**config.mk**
```make
export PLATFORM = sky130hd
export DESIGN_NAME = rgmii_rx_framer
export DESIGN_NICKNAME = d
export VERILOG_FILES = /design/src/rtl/rgmii_rx_framer.sv
export SDC_FILE = /design/constraint.sdc
export NUM_CORES = 1
export LEC_CHECK = 0
export ABC_AREA = 1
export CORE_AREA = 2 2 81 83
export CTS_CLUSTER_DIAMETER = 80
export DETAILED_ROUTE_END_ITERATION = 10
export DIE_AREA = 0 0 83 85
export DONT_BUFFER_PORTS = 1
export GPL_TIMING_DRIVEN = 0
export PLACE_DENSITY = 0.48
export RECOVER_POWER = 100
export SLEW_MARGIN = 20
export SYNTH_ARGS = -nofsm -noshare
export SYNTH_HDL_FRONTEND = slang
export SYNTH_SLANG_ARGS = --single-unit
```
**constraint.sdc**
```tcl
create_clock -name rx_clk -period 4.5 [get_ports rx_clk]
set_clock_uncertainty 0.05 [all_clocks]
set_input_delay 0.9 -clock rx_clk [delete_from_list [all_inputs] [get_ports rx_clk]]
set_output_delay 0.9 -clock rx_clk [all_outputs]
set_load 0.02 [all_outputs]
```
**src/rtl/rgmii_rx_framer.sv**
```systemverilog
// RGMII receive framer: strips preamble/SFD from the SDR byte stream and emits framed bytes.
// Optional in-band status capture is enabled by defining RGMII_RX_INBAND_STATUS_EN.
module rgmii_rx_framer #(
   parameter int MAX_FRAME_LEN = 1522,
   parameter int MIN_PREAMBLE  = 1
) (
   input  logic       rx_clk,
   input  logic       reset,
   input  logic [3:0] rxd_a,
   input  logic [3:0] rxd_b,
   input  logic       rx_ctl_a,
   input  logic       rx_ctl_b,
   output logic [7:0] rx_data,
   output logic       rx_valid,
   output logic       rx_sof,
   output logic       rx_eof,
   output logic       rx_err,
   output logic       link_up,
   output logic [1:0] speed,
   output logic       full_duplex
);

   localparam int CNT_W = $clog2(MAX_FRAME_LEN + 2);

   typedef enum logic [1:0] {S_IDLE, S_PREAMBLE, S_DATA, S_DROP} state_t;

   logic [7:0]       w_byte;
   logic             w_dv;
   logic             w_er;
   logic             w_pre_ok;
   logic             w_cnt_full;

   state_t           r_state, w_state_nxt;
   logic [2:0]       r_pre_cnt, w_pre_cnt_nxt;
   logic [7:0]       r_hold, w_hold_nxt;
   logic             r_hold_vld, w_hold_vld_nxt;
   logic             r_first, w_first_nxt;
   logic             r_sticky, w_sticky_nxt;
   logic [CNT_W-1:0] r_byte_cnt, w_byte_cnt_nxt;

   logic [7:0]       w_data_nxt;
   logic             w_valid_nxt, w_sof_nxt, w_eof_nxt, w_err_nxt;

   assign w_byte     = {rxd_b, rxd_a};
   assign w_dv       = rx_ctl_a;
   assign w_er       = rx_ctl_a ^ rx_ctl_b;
   assign w_pre_ok   = (int'(r_pre_cnt) >= MIN_PREAMBLE);
   // Accepting one more byte would push the frame past its maximum length.
   assign w_cnt_full = (int'(r_byte_cnt) >= MAX_FRAME_LEN);

   always_ff @(posedge rx_clk or posedge reset) begin
      if (reset) begin
         r_state    <= S_IDLE;
         r_pre_cnt  <= 3'd0;
         r_hold     <= 8'h00;
         r_hold_vld <= 1'b0;
         r_first    <= 1'b0;
         r_sticky   <= 1'b0;
         r_byte_cnt <= '0;
         rx_data    <= 8'h00;
         rx_valid   <= 1'b0;
         rx_sof     <= 1'b0;
         rx_eof     <= 1'b0;
         rx_err     <= 1'b0;
      end else begin
         r_state    <= w_state_nxt;
         r_pre_cnt  <= w_pre_cnt_nxt;
         r_hold     <= w_hold_nxt;
         r_hold_vld <= w_hold_vld_nxt;
         r_first    <= w_first_nxt;
         r_sticky   <= w_sticky_nxt;
         r_byte_cnt <= w_byte_cnt_nxt;
         rx_data    <= w_data_nxt;
         rx_valid   <= w_valid_nxt;
         rx_sof     <= w_sof_nxt;
         rx_eof     <= w_eof_nxt;
         rx_err     <= w_err_nxt;
      end
   end

   always_comb begin
      w_state_nxt    = r_state;
      w_pre_cnt_nxt  = r_pre_cnt;
      w_hold_nxt     = r_hold;
      w_hold_vld_nxt = r_hold_vld;
      w_first_nxt    = r_first;
      w_sticky_nxt   = r_sticky;
      w_byte_cnt_nxt = r_byte_cnt;
      w_data_nxt     = rx_data;
      w_valid_nxt    = 1'b0;
      w_sof_nxt      = 1'b0;
      w_eof_nxt      = 1'b0;
      w_err_nxt      = 1'b0;

      case (r_state)
         S_IDLE: begin
            if (w_dv) begin
               if (w_byte == 8'h55) begin
                  w_state_nxt   = S_PREAMBLE;
                  w_pre_cnt_nxt = 3'd1;
               end else begin
                  w_state_nxt = S_DROP;
               end
            end
         end

         S_PREAMBLE: begin
            if (!w_dv) begin
               w_state_nxt = S_IDLE;
            end else if (w_byte == 8'h55) begin
               if (r_pre_cnt != 3'd7)
                  w_pre_cnt_nxt = r_pre_cnt + 3'd1;
            end else if (w_byte == 8'hD5 && w_pre_ok) begin
               w_state_nxt    = S_DATA;
               w_hold_vld_nxt = 1'b0;
               w_first_nxt    = 1'b1;
               w_sticky_nxt   = 1'b0;
               w_byte_cnt_nxt = '0;
            end else begin
               w_state_nxt = S_DROP;
            end
         end

         S_DATA: begin
            if (!w_dv) begin
               // End of frame: flush the held byte as the last one.
               if (r_hold_vld) begin
                  w_data_nxt  = r_hold;
                  w_valid_nxt = 1'b1;
                  w_sof_nxt   = r_first;
                  w_eof_nxt   = 1'b1;
                  w_err_nxt   = r_sticky;
               end
               w_hold_vld_nxt = 1'b0;
               w_first_nxt    = 1'b0;
               w_state_nxt    = S_IDLE;
            end else if (w_cnt_full) begin
               // Oversize: close the frame on the held byte and discard the rest.
               if (r_hold_vld) begin
                  w_data_nxt  = r_hold;
                  w_valid_nxt = 1'b1;
                  w_sof_nxt   = r_first;
                  w_eof_nxt   = 1'b1;
                  w_err_nxt   = 1'b1;
               end
               w_hold_vld_nxt = 1'b0;
               w_first_nxt    = 1'b0;
               w_state_nxt    = S_DROP;
            end else begin
               if (r_hold_vld) begin
                  w_data_nxt  = r_hold;
                  w_valid_nxt = 1'b1;
                  w_sof_nxt   = r_first;
                  w_first_nxt = 1'b0;
               end
               w_hold_nxt     = w_byte;
               w_hold_vld_nxt = 1'b1;
               w_sticky_nxt   = r_sticky | w_er;
               if (r_byte_cnt != {CNT_W{1'b1}})
                  w_byte_cnt_nxt = r_byte_cnt + CNT_W'(1);
            end
         end

         S_DROP: begin
            if (!w_dv)
               w_state_nxt = S_IDLE;
         end

         default: w_state_nxt = S_IDLE;
      endcase
   end

`ifdef RGMII_RX_INBAND_STATUS_EN
   // Inter-frame RXD carries link/speed/duplex when RX_CTL is idle.
   always_ff @(posedge rx_clk or posedge reset) begin
      if (reset) begin
         link_up     <= 1'b0;
         speed       <= 2'b00;
         full_duplex <= 1'b0;
      end else if (r_state == S_IDLE && !w_dv && !w_er) begin
         link_up     <= rxd_a[0];
         speed       <= rxd_a[2:1];
         full_duplex <= rxd_a[3];
      end
   end
`else
   always_ff @(posedge rx_clk or posedge reset) begin
      if (reset) begin
         link_up     <= 1'b0;
         speed       <= 2'b00;
         full_duplex <= 1'b0;
      end else begin
         link_up     <= 1'b1;
         speed       <= 2'b10;
         full_duplex <= 1'b1;
      end
   end
`endif

endmodule

```
* Word-level counts from Yosys, hierarchy flattened
Cells that the tools add are included.
** Word-level totals
- Register bits after elaboration :: 40
- Input bits :: 12
- Output and inout bits :: 16
- Logic and storage cells :: 101
** Operators by class
- Add/subtract/negate cells :: 2
- Order comparisons :: 2
- Equal/unequal tests :: 21
- Mux-type cells :: 48
- Bitwise logic cells :: 3
- Reductions and logical operators :: 12
** Operators with widths (number)
- $mux 11 :: 6
- $mux 1 :: 24
- $ne 2x2->1 const B :: 11
- $pmux 11 s2 :: 1
- $mux 3 :: 5
- $mux 2 :: 7
- $reduce_and 6->1 :: 2
- $add 11x1->11 const B :: 1
- $ge 11x11->1 const B :: 1
- $ne 11x11->1 const B :: 1
- $ne 3x3->1 const B :: 3
- $eq 8x7->1 const B :: 1
- $eq 8x8->1 const B :: 1
- $pmux 2 s4 :: 1
- $reduce_and 4->1 :: 2
- $reduce_and 7->1 :: 1
- $pmux 1 s2 :: 3
- $pmux 3 s2 :: 1
- $reduce_and 5->1 :: 1
- $eq 2x2->1 const B :: 2
- $ne 4x4->1 const B :: 1
- $reduce_bool 2->1 :: 2
- $add 3x1->3 const B :: 1
- $ge 3x1->1 const B :: 1
- 8 further kinds :: 8

* Logic depth before layout (Yosys ltp)
Gate-level depths: netlist (run 1).
- Word-level depth :: 6
- Mapped depth :: 11
- Mapped depth without buffers :: 11

* Least setup slack after synthesis (run 1)
No wires, ideal clock.
- Kind :: input to register
- Start :: input rx_ctl_a
- End :: register r_byte_cnt[10]
- Library setup time :: 117 ps
- Arrival time :: 1745 ps
- Required time :: 4333 ps
- Setup slack :: 2588 ps
- Stages on the path :: 7
- Path buffers :: 2
- Cells stage by stage :: buf_2 -> inv_1 -> a21boi_2 -> nand3_2 -> buf_6 -> nand2_1 -> nand2_1
** Between the ends
- Longest elaborated chain between the ends :: 2
- Elaborated cells on any way between the ends :: 3
** RTL lines
- start, declared :: RTL line 11 : input logic rx_ctl_a,
- $ne 2x2->1 (no source line)
- $reduce_and 7->1 (no source line) *
- end signal, assigned :: RTL line 72 : r_byte_cnt <= w_byte_cnt_nxt;
- end, declared :: RTL line 39 : logic [CNT_W-1:0] r_byte_cnt, w_byte_cnt_nxt;
Mark *: on every way between the ends. The rest lies on a longest branch, timed or not.
A chain may end at the register's enable or synchronous reset.

* Worst setup path after layout (run 1)
- Start :: register r_state[0]
- End :: register r_byte_cnt[6]
** Between the ends
- Longest elaborated chain between the ends :: 3
- Elaborated cells on any way between the ends :: 11
** RTL lines
- start, declared :: RTL line 33 : state_t r_state, w_state_nxt;
- start signal, assigned :: RTL line 66 : r_state <= w_state_nxt;
- $eq 2x2->1 or $eq 2x1->1 (tied branches) :: RTL line 95 : case (r_state)
- $ne 2x2->1 (no source line) or $reduce_bool 2->1 (tied branches)
- $reduce_and 7->1 (no source line)
Several ways; a longest one is shown, not always the timed one.

==> impl_summary.txt, run 1 <==
----------------------------------------------------
[Pwr]
  Internal Pwr Total ... 0.7124 mW
  Net Sw Power ... 0.5375 mW
  Total power consumption of the routed design ... 1.250 mW
  Leakage power ... 1.216 nW
  Worst voltage drop across the vdd grid ... 0.0002604 V
  Switching Share ... 43.01%
  Total power per unit cell area ... 533.6 mW/mm2
  Proportion of power drawn by flip-flops and latches ... around 44%
  Portion of total power attributed to combinational logic ... approximately a third
  Share of power burned in the clock network ... between 20% and 30%

[Floorplan]
  Die extent in y ... 85 um
  Ports ... 28
  Row count ... 29
  Die footprint ... 0.007055 mm2
  Starting utilization of the core area ... 35.47%
  Die Wd ... 83 um
  Core area ... 0.006205 mm2

[Setup path]
  Kind of end point of the critical path ... flip-flop
  Delay contributed by the slowest stage of the critical path ... around 430 ps
  Largest fanout of any net on the critical path ... 10
  Critical path required time ... 4690 ps
  Worst Path Class, Setup ... flip-flop to flip-flop
  Critical path, cell by cell ... inv_1 > ha_1 > clkbuf_1 > nand3_1 > nand3_1 > clkbuf_1 > nand2_1 > nand2_1
  Critical-path cell with the highest stage delay ... clkbuf_1
  Startpoint type of the worst setup path ... flip-flop
  Critical path data arrival time ... 2620 ps

[Timing]
  Total negative slack ... 0 ps
  Actual slew at the worst max-slew pin ... 1434 ps
  Upper clock frequency limit ... 410.2 MHz
  Setup repair after global routing missed its margin ... no
  Max-slew headroom ... 4.406%
  Share of the cycle needed by the critical path after routing ... 54.17%
  Post-route worst setup slack ... approximately 2100 ps
  Final setup violation count ... 0
  Tmin final ... about 2400 ps
  Pins over their slew limit ... 0
  Hold Violations, Final ... 0

[Drt]
  Total wirelength of the detailed-routed design ... 4802 um
  Vias ... 1763
  Post-detailed-route count of antenna-violating nets ... 0
  Average wire per cell in the routed design ... 12.77 um
  Iter 0 DRT Violations ... a little under 90
  1st-pass router iterations ... 4
  Post-route DRC violation count ... 0
  Ratio of routed vias to standard cells ... 4.689

[Synth]
  Most frequent cell after synthesis ... nand2_1
  Gate Count Post-Synth ... 290
  Synth unique cells ... 32
  Primary flip-flop cell chosen by synthesis mapping ... dfrtp_1
  List of most frequent post-synthesis cells ... nand2_1 (107), dfrtp_1 (40), nor2_1 (30), inv_1 (25), nand3_1 (17)
  Portion of synthesized cell area occupied by the leading cell type ... a little under half
  Number of synthesis warnings ... 0
  Number of enable-type register cells in the synthesized netlist ... 0
  Mean post-synth cell area ... 7.589 um2
  Main area contributors after synthesis ... dfrtp_1 (45%), nand2_1 (18%), ha_1 (5.1%), nor2_1 (5.1%), inv_1 (4.3%)
  Flop and latch count out of synthesis ... 40
  Fraction of registers with async set/reset ... 100.0%
  Synth Cell Area ... ~0.0022 mm2
  Synthesized net count ... 311
  Share of synthesized area occupied by flip-flops and latches ... 45.48%
  Cell accounting for the most synthesized area ... dfrtp_1

[Clock network]
  Root Buffer ... clkbuf_8
  # Post-CTS Setup Buffers ... 0
  Deepest level of the CTS H-tree ... 2
  Clock transition at the registers of the reported paths ... 80 ps
  Clock latency on the worst-skew pair ... 300 ps
  Clock tree from TritonCTS ... built
  Clock sinks ... 40
  Total of hold buffers inserted after clock tree synthesis ... 0
  TritonCTS Buffers ... 5
  Max Root-Sink Buffers ... 2
  Cells resized by post-CTS repair ... 0

[Placed design]
  Total of buffers placed on input and output ports ... 0
  Pre-CTS WS ... 2360 ps
  RePlAce Congestion ... 0.7776
  Hpwl dp ... ~3500 um
  Placed cell count ... 368

[Global routing]
  Sum of overflow across all layers after global routing ... 0
  Global router's overall resource usage ... 14.88%
  Largest net degree at the start of global routing ... 27
  Wire length of the first global-routing pass ... 8431 um
  Initial antenna violation count ... 0
  Via count of the first global-routing pass ... around 1800

[Run]
  MaxCap Viol Count ... 0

[Worst hold path]
  Class of the most critical hold timing path ... flip-flop to flip-flop

[Layout]
  Final net count ... 319
  Count of antenna diodes in the layout ... 0
  Area Overhead vs Synth ... 6.424%
  Ratio of cells with drive above 1 in the final layout ... between 6 and 7%
  Fraction of the core area covered by cells at the end of the flow ... between 30 and 40%
  Non-Filler Instances ... around 380

[Outcome]
  Result of the run ... complete, no violations

----------------------------------------------------
[area by class of cell]
class / instances / area (um2)
clock buffers: 6 / 82.58
inverters: 30 / 112.6
fillers: 663 / 3862
well taps: 77 / 96.34
repair buffers: 1 / 3.754
clock inverters: 2 / 15.01
plain buffers: 9 / 38.79
multi-input cells: 211 / 992.2
flip-flops and latches: 40 / 1001
[logic make-up (layout without fill, tap and decap cells)]
logic type	count (synthesis)	in the layout	share of synthesized area, %
and+or+nand+nor	179	179	35.53
DFF	40	40	45.48
AOI/OAI and AO/OA	20	20	5.173
other	2	2	0.3412
adders and majority gates	9	9	5.117
buffers and inverters	39	48	7.959
xor gates and xnor gates	1	1	0.3980
[final timing paths]
| check | cells after the start | slack (ps) | from | endpoint |
|---|---|---|---|---|
| setup / recovery | 8 | 2060 | r_state[0]$_DFFE_PP0P_ | r_byte_cnt[6]$_DFFE_PP0P_ |
| hold / removal | 2 | 430 | r_hold[6]$_DFFE_PP0P_ | rx_data[6]$_DFFE_PP0P_ |
| setup reg to reg | 8 | 2060 | r_state[0]$_DFFE_PP0P_ | r_byte_cnt[6]$_DFFE_PP0P_ |
| hold reg to reg | 2 | 430 | r_hold[6]$_DFFE_PP0P_ | rx_data[6]$_DFFE_PP0P_ |
| max in group asynchronous | 2 | 2200 | reset | r_sticky$_DFFE_PP0P_ |
| min in group asynchronous | 1 | 490 | reset | r_hold[5]$_DFFE_PP0P_ |
[registers in the layout, indices dropped and copies added (netlist names)]
signal and flops:
r_byte_cnt 11, r_hold 8, rx_data 8, r_pre_cnt 3
r_state 2, r_first 1, r_hold_vld 1, r_sticky 1
rx_eof 1, rx_err 1, rx_sof 1, rx_valid 1
speed 1
[power by group through the flow]
stage               registers [mW]  clock network (mW)  logic [mW]
floorplan                    0.545                   0       0.367
global placement             0.560                   0       0.467
detailed placement           0.564                   0       0.477
CTS                          0.557               0.272       0.478
global route                 0.569               0.287       0.508
finish                       0.555               0.262       0.433
[through the flow]
stage	hold WS [ps]	cell area (um2)
finish	432.4	2342
global route	453.5	2342
CTS	390.5	2415
detailed placement	414.6	2317
global placement	403.2	2297
floorplan	391.2	2201
[worst max-delay path, delay by kind of cell, from the launching register on]
family | cells | cell delay (ps)
adders and majority gates | 1 | 200
buffers and inverters | 3 | 950
DFF | 1 | 420
and+or+nand+nor | 4 | 750
[metal layers]
layer | GRT usage (%) | wire length, um | vias up
met4 | 4.918 | 66 | 0
met5 | 0 | 0 | -
met1 | 20.20 | 2372 | 814
met3 | 3.794 | 171 | 6
li1 | - | - | 919
met2 | 23.31 | 2192 | 24
[cells in the final DEF (no fill, tap or decap), drive strengths merged, types with 2 or more instances in the layout]
cell / instances
nand2: 111
dfrtp: 40
nor2: 32
inv: 29
nand3: 19
clkbuf: 14
o21ai: 11
nand4: 10
ha: 9
a21oi: 4
nor3: 4
or2: 2
o22ai: 2
conb: 2
clkinvlp: 2
buf: 2
Note: power is estimated with default switching activity, not from simulation.
==> run 2: changes to the inputs <==
- PLACE_DENSITY: 0.48 -> 0.5
- clock period: 4.5 -> 2.2 ns (I/O delays scaled with it)
==> run 2 against run 1 <==
Net effect:
- fmax grew 30%
- largest cell class unchanged
- final cell count is 0.27% higher
- hold slack lost 230 ps
- critical path type unchanged
==> impl_summary.txt, run 2 (synthesis results as in run 1) <==
----------------------------------------------------
[Global routing]
  Initial antenna violation count ... 0
  Wire length of the first global-routing pass ... 8245 um
  GRT Max-Usage Layer ... met2
  Global router's overall resource usage ... 14.37%
  Met3 track utilization from global routing ... 3.794%
  Sum of overflow across all layers after global routing ... 0
  Global Route met2 Usage ... ~22%
  Largest net degree at the start of global routing ... 32
  Via count of the first global-routing pass ... 1679
  Met1 usage ... 19.74%

[Timing]
  Upper clock frequency limit ... between 500 and 600 MHz
  Post-route worst setup slack ... about 320 ps
  Hold Violations, Final ... 0
  Final setup violation count ... 0
  Tmin final ... 1876 ps
  Share of the cycle needed by the critical path after routing ... between 80% and 90%
  Max-slew headroom ... 45.58%
  Total negative slack ... 0 ps
  Setup repair after global routing missed its margin ... no
  Pins over their slew limit ... 0
  Actual slew at the worst max-slew pin ... 816.2 ps

[Floorplan]
  Row count ... 29
  Die extent in y ... 85 um
  Die footprint ... 0.007055 mm2
  Die Wd ... 83 um
  Core area ... 0.006205 mm2
  Starting utilization of the core area ... 35.47%
  Ports ... 28

[Drt]
  1st-pass router iterations ... 4
  Vias ... 1745
  Post-route DRC violation count ... 0
  Total wirelength of the detailed-routed design ... 4713 um
  Average wire per cell in the routed design ... 12.50 um
  Ratio of routed vias to standard cells ... 4.629
  Post-detailed-route count of antenna-violating nets ... 0
  Iter 0 DRT Violations ... 65

[Setup path]
  Most frequent cell on the critical path ... nand2_1
  Critical path data arrival time ... 2010 ps
  Start of the worst register-to-register path ... r_byte_cnt[0]$_DFFE_PP0P_
  Launching element of the worst setup path ... r_byte_cnt[0]$_DFFE_PP0P_
  Startpoint type of the worst setup path ... flip-flop
  Setup crit end ... r_hold[1]$_DFFE_PP0P_
  Worst Path Class, Setup ... flip-flop to flip-flop
  Critical-path cell with the highest stage delay ... dfrtp_1
  Largest fanout of any net on the critical path ... 10
  End of the worst register-to-register path ... r_hold[1]$_DFFE_PP0P_
  Critical path, cell by cell ... inv_1 > ha_1 > nor2_1 > nand2_1 > nand3_1 > nand2_1 > nand2_1 > nand2_1 > clkbuf_2 > nand2_1 > o21ai_0
  Kind of end point of the critical path ... flip-flop
  Critical path required time ... 2330 ps
  R2R depth ... 11
  Delay contributed by the slowest stage of the critical path ... 410 ps
  Worst setup slack for register-to-register paths ... between 300 and 400 ps

[Placed design]
  Total of buffers placed on input and output ports ... 0
  Hpwl dp ... 3374 um
  RePlAce Congestion ... 0.7765
  Pre-CTS WS ... 408.4 ps
  Instance area at placement ... 0.002317 mm2

[Layout]
  Commonest cells after routing, fill and taps aside ... nand2_1 (111), dfrtp_1 (40), nor2_1 (30), inv_1 (26), nand3_1 (18)
  Final net count ... 320
  Registers with the highest flip-flop counts ... r_byte_cnt (11), r_hold (8), rx_data (8)
  Count of antenna diodes in the layout ... 0
  Area of all placed cells without fillers ... approximately 0.0024 mm2
  Fraction of the core area covered by cells at the end of the flow ... 38.50%
  Register with the most flip-flops ... r_byte_cnt
  Area Overhead vs Synth ... 8.528%
  Number of filler instances in the final layout ... 671
  Ratio of cells with drive above 1 in the final layout ... 8.000%
  Multi-input combinational cell area ... 999.7 um2
  Most common cell after layout, fill and taps aside ... nand2_1
  Combined flip-flop and latch cell area ... 0.001001 mm2
  Number of flip-flops in the largest register ... 11

[Pwr]
  Net Sw Power ... 1.098 mW
  Proportion of power drawn by flip-flops and latches ... 42.6%
  Total power per unit cell area ... 1117 mW/mm2
  Share of power burned in the clock network ... around a quarter
  Portion of total power attributed to combinational logic ... 33.7%
  Leakage power ... roughly 1.2 nW
  Internal Pwr Total ... 1.570 mW
  Total power consumption of the routed design ... ~2.7 mW
  Switching Share ... 41.16%
  Worst voltage drop across the vdd grid ... 0.0005267 V

[Clock network]
  Clock sinks ... 40
  # Post-CTS Setup Buffers ... 0
  TritonCTS Buffers ... 5
  Deepest level of the CTS H-tree ... 2
  Clock transition at the registers of the reported paths ... approximately 90 ps
  Max Root-Sink Buffers ... 2
  Root Buffer ... clkbuf_8
  Total of hold buffers inserted after clock tree synthesis ... 1
  Clock latency on the worst-skew pair ... 300 ps
  Clock tree from TritonCTS ... built
  Cells resized by post-CTS repair ... 0

[Worst hold path]
  Class of the most critical hold timing path ... primary input to flip-flop

[Outcome]
  Result of the run ... complete, no violations

[Run]
  MaxCap Viol Count ... 0

----------------------------------------------------
[run 2: cell count changes in the layout (fill, tap and decap cells not counted), sizes merged]
cell,previous run,this run
clkinvlp,2,1
inv,29,30
buf,2,4
bufinv,0,1
clkbuf,14,11
dlygate4sd3,0,1
[run 2: area by class of cell]
type,count,area share [%]
multi-input cells,211,41.85
plain buffers,9,2.043
clock inverters,3,1.938
inverters,30,4.715
well taps,77,4.034
flip-flops and latches,40,41.91
clock buffers,5,2.881
repair buffers,2,0.6286
[run 2: routing by layer]
| layer | routed length, um | vias to the layer above |
|---|---|---|
| li1 | - | 921 |
| met1 | 2424 | 785 |
| met2 | 2027 | 33 |
| met3 | 193 | 6 |
| met4 | 68 | 0 |
| met5 | 0 | - |
[run 2: how the worst min path moves through the flow]
stage                                startpoint  cells after the start  slack, ps                endpoint
after floorplan             r_first$_DFFE_PP0P_                      2        390     r_first$_DFFE_PP0P_
after global placement    r_hold[1]$_DFFE_PP0P_                      2        400  rx_data[1]$_DFFE_PP0P_
after detailed placement                  reset                      1        220        rx_eof$_DFF_PP0_
after CTS                              rxd_a[0]                      2        190   r_hold[0]$_DFFE_PP0P_
after global routing                   rxd_a[0]                      2        210   r_hold[0]$_DFFE_PP0P_
final                                  rxd_a[0]                      2        200   r_hold[0]$_DFFE_PP0P_
[run 2: stage by stage]
stage,cells,hold WS (ps)
floorplan,290,391.2
global placement,367,402.8
detailed placement,368,216.9
CTS,377,189.5
global route,377,207.3
finish,377,202.0
[run 2: worst max-delay path, delay by kind of cell, from the launching register on]
family | cells | cell delay (ps)
buffers and inverters | 2 | 330
and+or+nand+nor | 7 | 690
adders and majority gates | 1 | 190
DFF | 1 | 410
AOI/OAI and AO/OA | 1 | 70
[run 2: power groups by stage]
stage               clock, mW  sequential [mW]  combinational, mW
global route            0.688             1.16               1.06
finish                  0.633             1.14              0.899
global placement            0             1.15              0.947
detailed placement          0             1.15              0.951
CTS                     0.664             1.14              0.957
floorplan                   0             1.11              0.751
==> run 3: changes to the inputs <==
- CAP_MARGIN: default -> 0
==> results of run 3 <==
The final DEF is identical to that of run 2; final timing and power are the same.
